`src/rtl/stream_min.sv`:
```
// stream_min: per-frame minimum, first-occurrence index and beat count over a valid/ready stream.
// Define STREAM_MIN_MAX_EN to also track the maximum and its first index.
module stream_min #(
    parameter int WIDTH = 8,
    parameter int IDX_W = 8
) (
    input  logic             clk,
    input  logic             rst,
    input  logic             in_valid,
    output logic             in_ready,
    input  logic [WIDTH-1:0] in_data,
    input  logic             in_last,
    output logic             out_valid,
    input  logic             out_ready,
    output logic [WIDTH-1:0] out_min,
    output logic [IDX_W-1:0] out_idx,
    output logic [IDX_W:0]   out_len,
`ifdef STREAM_MIN_MAX_EN
    output logic [WIDTH-1:0] out_max,
    output logic [IDX_W-1:0] out_max_idx,
`endif
    output logic             out_ovf
);
    typedef enum logic [1:0] {IDLE, ACCUM, HOLD} state_t;
    localparam logic [IDX_W:0] ONE = 1;
    state_t state, state_nx;
    logic [WIDTH-1:0] min_q, min_nx;
    logic [IDX_W-1:0] idx_q, idx_nx;
    logic [IDX_W:0]   cnt_q, cnt_nx;
    logic             ovf_q, ovf_nx;
`ifdef STREAM_MIN_MAX_EN
    logic [WIDTH-1:0] max_q, max_nx;
    logic [IDX_W-1:0] mxi_q, mxi_nx;
`endif
    logic take_in, take_out, load;
    assign take_in  = in_valid && in_ready;
    assign take_out = out_valid && out_ready;
    assign load     = state != HOLD && state_nx == HOLD;
    always_comb begin
        state_nx = state;
        min_nx   = min_q;
        idx_nx   = idx_q;
        cnt_nx   = cnt_q;
        ovf_nx   = ovf_q;
`ifdef STREAM_MIN_MAX_EN
        max_nx   = max_q;
        mxi_nx   = mxi_q;
`endif
        if (state == IDLE && take_in) begin
            min_nx   = in_data;
            idx_nx   = '0;
            cnt_nx   = ONE;
            ovf_nx   = 1'b0;
`ifdef STREAM_MIN_MAX_EN
            max_nx   = in_data;
            mxi_nx   = '0;
`endif
            state_nx = in_last ? HOLD : ACCUM;
        end else if (state == ACCUM && take_in) begin
            // once cnt reaches 2^IDX_W further beats are swallowed uncompared
            if (cnt_q[IDX_W]) begin
                ovf_nx = 1'b1;
            end else begin
                if (in_data < min_q) begin
                    min_nx = in_data;
                    idx_nx = cnt_q[IDX_W-1:0];
                end
`ifdef STREAM_MIN_MAX_EN
                if (in_data > max_q) begin
                    max_nx = in_data;
                    mxi_nx = cnt_q[IDX_W-1:0];
                end
`endif
                cnt_nx = cnt_q + ONE;
            end
            state_nx = in_last ? HOLD : ACCUM;
        end else if (state == HOLD && take_out) begin
            state_nx = IDLE;
        end
    end
    always_ff @(posedge clk or posedge rst) begin
        if (rst) begin
            state     <= IDLE;
            in_ready  <= 1'b0;
            out_valid <= 1'b0;
            min_q     <= '1;
            idx_q     <= '0;
            cnt_q     <= '0;
            ovf_q     <= 1'b0;
            out_min   <= '1;
            out_idx   <= '0;
            out_len   <= '0;
            out_ovf   <= 1'b0;
`ifdef STREAM_MIN_MAX_EN
            max_q       <= '0;
            mxi_q       <= '0;
            out_max     <= '0;
            out_max_idx <= '0;
`endif
        end else begin
            state     <= state_nx;
            in_ready  <= state_nx != HOLD;
            out_valid <= state_nx == HOLD;
            min_q     <= min_nx;
            idx_q     <= idx_nx;
            cnt_q     <= cnt_nx;
            ovf_q     <= ovf_nx;
`ifdef STREAM_MIN_MAX_EN
            max_q     <= max_nx;
            mxi_q     <= mxi_nx;
`endif
            // result registers only change when a frame completes
            if (load) begin
                out_min <= min_nx;
                out_idx <= idx_nx;
                out_len <= cnt_nx;
                out_ovf <= ovf_nx;
`ifdef STREAM_MIN_MAX_EN
                out_max     <= max_nx;
                out_max_idx <= mxi_nx;
`endif
            end
        end
    end
endmodule

```
`config.mk`:
```
export PLATFORM = sky130hd
export DESIGN_NAME = stream_min
export DESIGN_NICKNAME = d
export VERILOG_FILES = /design/src/rtl/stream_min.sv
export SDC_FILE = /design/constraint.sdc
export NUM_CORES = 1
export LEC_CHECK = 0
export BUFFER_PORTS_ARGS = -buffer_cell sky130_fd_sc_hd__buf_2
export CAP_MARGIN = 40
export CORE_MARGIN = 1
export CORE_UTILIZATION = 35
export DETAILED_ROUTE_END_ITERATION = 10
export GPL_ROUTABILITY_DRIVEN = 0
export GPL_TIMING_DRIVEN = 1
export HOLD_SLACK_MARGIN = 0.02
export SLEW_MARGIN = 40
export SYNTH_ARGS = -nofsm -noshare
export SYNTH_HDL_FRONTEND = slang
export SYNTH_SLANG_ARGS = --single-unit
```
`constraint.sdc`:
```
create_clock -name clk -period 3.1 [get_ports clk]
set_clock_uncertainty 0.15 [all_clocks]
set_input_delay 0.93 -clock clk [delete_from_list [all_inputs] [get_ports clk]]
set_output_delay 0.93 -clock clk [all_outputs]
set_load 0.005 [all_outputs]
```
**Word-level counts from Yosys, hierarchy flattened**

Index checks and enable logic that the tools add are counted.

- Register bits: 56
- Bits in latches: 0
- Bits in writable memories: 0
- Bits in read-only memories: 0
- Input bits: 13
- Output and inout bits: 28
- Word-level logic and storage cells: 43
- Memories kept: 0

- Add/subtract/negate cells: 1
- Multiply operators: 0
- Divide/modulo/power cells: 0
- Order comparisons: 1
- Eq/ne operators: 5
- Shift-type cells: 0
- Mux-type cells: 18
- Bitwise operators: 0
- Reductions and logical operators: 7

Operators with widths:

| operator | number |
|---|---|
| two-way mux 8 bit | 8 |
| two-way mux 9 bit | 3 |
| adder 9 x 1 -> 9 bit, second input constant | 1 |
| less-than comparator 8 bit | 1 |
| two-way mux 2 bit | 4 |
| logical AND 1 bit | 6 |
| == test 2 bit, second input constant | 2 |
| inequality test 2 bit, second input constant | 2 |
| two-way mux 1 bit | 3 |
| == test 2 x 1 -> 1 bit, second input constant | 1 |
| zero test 2 bit | 1 |

**Logic depth before layout (Yosys ltp)**

- Depth in word-level cells: 7
- Mapped depth: 8
- Gate-level depth less buffers: 7

**Worst setup path before layout**

No wires, ideal clock.

- Path type: input port to flip-flop
- Start point: in in_data[3]
- End point: reg out_idx[0]
- Library setup time: 0.124 ns
- Data arrival time: 2.322 ns
- Data required time: 2.826 ns
- Setup slack: 0.504 ns
- Stages on the path: 7
- Path buffers: 1
- Path through: ha_1 a211oi_2 nand2_2 o221ai_2 buf_6 a21oi_1 a211o_1

- Longest elaborated chain between the ends: 5

Ends and longest elaborated chain:

| item | line | source |
|---|---|---|
| from (decl) | 11 | `input logic [WIDTH-1:0] in_data,` |
| less-than comparator 8 bit | 64 | `if (in_data < min_q) begin` |
| two-way mux 8 bit | 64 |  |
| two-way mux 8 bit | 61 | `if (cnt_q[IDX_W]) begin` |
| two-way mux 8 bit | 59 | `end else if (state == ACCUM && take_in) begin` |
| two-way mux 8 bit | 49 | `if (state == IDLE && take_in) begin` |
| to (signal assigned) | 115 | `out_idx <= idx_nx;` |
| to (decl) | 16 | `output logic [IDX_W-1:0] out_idx,` |

No other way between the ends.
A chain may end at the register's enable or synchronous reset.

**Worst setup path in the final report**

- Start point: in in_data[3]
- End point: reg out_idx[3]

The elaborated chain is that of the path after synthesis.

==> results_dict.tcl <==
set metrics [dict create \
    internal_power_mw 1.51 \
    use_met2_pct 24.8 \
    grt_max_degree 57 \
    synth_top_area_cell "dfrtp_1" \
    placement.io_buffers 40 \
    yosysUniqueCellTypes 44 \
    grt_pass1_vias 2114 \
    htree_levels 2 \
    power_frac_clock_pct 16.0 \
    drt_wl_total_um 6000 \
    dieArea_sq_um 8220 \
    relSlewSlack_pct 53.5 \
    synth_most_common_cell "dfrtp_1" \
    drive_above_1_share_pct 26.2 \
    grt-ovfl-total 0 \
    final_antenna_net_count 0 \
    cts.sinks 56 \
    yosysSeqAreaShare_pct 51.6 \
    coreArea_sq_um 7410 \
    fmax_mhz 409 \
    arrival_ns 2.49 \
    min-delay-path-class "reg -> reg" \
    setup_violations 0 \
    powerDensity_nw_per_um2 774 \
    grtUsageMet1_pct 21.9 \
    clockBufferDepth 2 \
    ioPinCount 41 \
    status "complete, no violations" \
    start_util_pct 37.2 \
    antenna-diode-count 0 \
    end_kind "flip-flop" \
    synth.top_cell.area_share_pct 36.4 \
    timing.final.crit_period_ns 2.44 \
    worstPathRequired_ns 3.15 \
    cts_buffers 5 \
    path_clk_slew_ns 0.09 \
    antenna_found_initial 0 \
    root_buffer "clkbuf_8" \
    slew_violations 0 \
    ctsResizeCount 0 \
    grt_pass1_wl_um 10400 \
    die_x_um 90.7 \
    tightest_slew_ns 0.697 \
    async_flop_share_pct 100 \
    critPathMaxFanout 16 \
    vias_per_cell 5.13 \
    slowest_delay_ns 0.45 \
    syn_area_per_cell_sq_um 9.94 \
    vias 2133 \
    rsz0062_at_grt "no" \
    final_util_pct 41.9 \
    rows 31 \
    area_growth_pct 12.6 \
    fp.dieH_um 90.7 \
    grt_use_met3_pct 2.95 \
    fin_crit_sh_pct 78.8 \
    syn_inst 277 \
    first_pass_iters 5 \
    drt_iter0_drc 160 \
    synthTopCellsByArea "dfrtp_1, dfstp_2, nand3_1" \
    power_frac_seq_pct 47.7 \
    p_sw_share_pct 36.9 \
    path_delay_family "compound AO/OA/AOI/OAI gates" \
    num-nets-final 338 \
    netlist_area_sq_um 2750 \
    cp-start-kind "primary input" \
    cts_tree "built" \
    cts_setup_buffers 0 \
    cap_violations 0 \
    cts_hold_buf 0 \
    synthFlopType "dfrtp_1" \
    setup_tns_ns 0 \
    path_cells "buf_2, ha_1, o211ai_1, nor2_1, o221a_2, nor3_1, a211o_1" \
    synth_fp_nets 298 \
    ir_worst_vdd_mv 0.282 \
    synth_edf_count 0 \
    critPathKind "in -> reg" \
    slowest_stage "o221a_2" \
    power.switching_mw 0.887 \
    finalHoldViolations 0 \
    p_leak_nw 1.47 \
    yosys-top-cells-count "dfrtp_1, nand3_1, nand2_1" \
    clk_latency_ns 0.31 \
    ys_warn_count 0 \
    dpl.hpwl_um 4010 \
    power_frac_comb_pct 36.3 \
    wl_per_cell_um 14.4 \
    path_buf_inv 1 \
    gr-max-usage-layer "met2" \
    track_usage_pct 15.8 \
    synth-seq-cells 56 \
    drc 0 \
]
==> metrics by stage <==
step | setup WS, ns | instance area (sq um) | total power [mW] | hold slack, ns | instances
3_3_place_gp | 0.390 | 3020 | 2.02 | 0.311 | 409
3_5_place_dp | 0.365 | 3020 | 2.04 | 0.311 | 409
5_1_grt | 0.550 | 3100 | 2.61 | 0.356 | 416
6_report | 0.658 | 3100 | 2.40 | 0.335 | 416
2_1_floorplan | 0.504 | 2750 | 1.77 | 0.317 | 277
4_1_cts | 0.684 | 3100 | 2.43 | 0.333 | 416
==> placed cells by master, fill, tap and decap left out, types with 2 or more instances in the layout <==
cell,instances
dfrtp_1,40
buf_2,40
nand3_1,35
nand2_1,27
nor2_1,24
a21oi_1,18
dfstp_2,16
o21ai_0,15
nor3_1,10
a31oi_1,9
buf_4,9
inv_1,8
o31ai_1,8
a211o_1,8
ha_1,8
clkbuf_8,5
xnor2_1,4
o21ai_1,3
xor2_1,3
o21a_1,2
==> metal layers <==
metal / vias to the layer above / part of all wire, % / wire length, um
li1: 1060 / - / -
met5: - / 0 / 0
met1: 1007 / 48 / 2850
met3: 8 / 5.3 / 320
met2: 58 / 46 / 2750
met4: 0 / 1.2 / 74
==> final timing paths <==
check,start,to,slack [ns],cells after the start
worst max register to register,min_q[3]$_DFF_PP1_,out_idx[3]$_DFFE_PP0P_,0.81,7
max in group asynchronous,rst,out_idx[2]$_DFFE_PP0P_,1.69,3
min in group asynchronous,rst,out_idx[6]$_DFFE_PP0P_,0.66,3
worst min register to register,out_len[7]$_DFFE_PP0P_,out_len[7]$_DFFE_PP0P_,0.34,2
worst min-delay path,out_len[7]$_DFFE_PP0P_,out_len[7]$_DFFE_PP0P_,0.34,2
worst max-delay path,in_data[3],out_idx[3]$_DFFE_PP0P_,0.66,7
==> power by group through the flow <==
| stage | logic [mW] | registers, mW | clock network [mW] |
|---|---|---|---|
| 4_1_cts | 0.882 | 1.15 | 0.398 |
| 3_5_place_dp | 0.877 | 1.16 | 0 |
| 3_3_place_gp | 0.865 | 1.16 | 0 |
| 5_1_grt | 1.00 | 1.18 | 0.424 |
| 2_1_floorplan | 0.630 | 1.14 | 0 |
| 6_report | 0.872 | 1.15 | 0.383 |
==> worst register-to-register path, stage by stage, from the launching register on <==
cell	delay [ns]
dfstp_2	0.54
inv_1	0.04
ha_1	0.29
o211ai_1	0.09
nor2_1	0.27
o221a_2	0.45
nor3_1	0.11
a211o_1	0.23
==> cells by family (layout without fill, tap and decap cells) <==
family	Yosys count	in the layout	share of synthesized area, %
AO/OA/AOI/OAI	69	69	16.2
XOR/XNOR	7	7	2.23
adder cells (fa/ha/maj)	8	8	3.64
buffers and inverters	25	65	5.64
flip-flops	56	56	51.6
multiplexers	2	2	0.773
AND/OR/NAND/NOR	110	110	19.9
==> final cells by class <==
cell class	instances	area (sq um)
well taps	99	124
repair buffers	49	268
clock inverters	1	5.00
flip-flops and latches	56	1420
fillers	723	4310
inverters	9	33.8
clock buffers	6	72.6
multi-input cells	196	1180
==> sequential cells by signal, indices dropped and copies added (netlist names) <==
signal / flops
cnt_q: 9
idx_q: 8
in_ready: 1
min_q: 8
out_idx: 8
out_len: 9
out_min: 8
out_ovf: 1
out_valid: 1
ovf_q: 1
state: 2
Note: power is estimated with default switching activity, not from simulation.
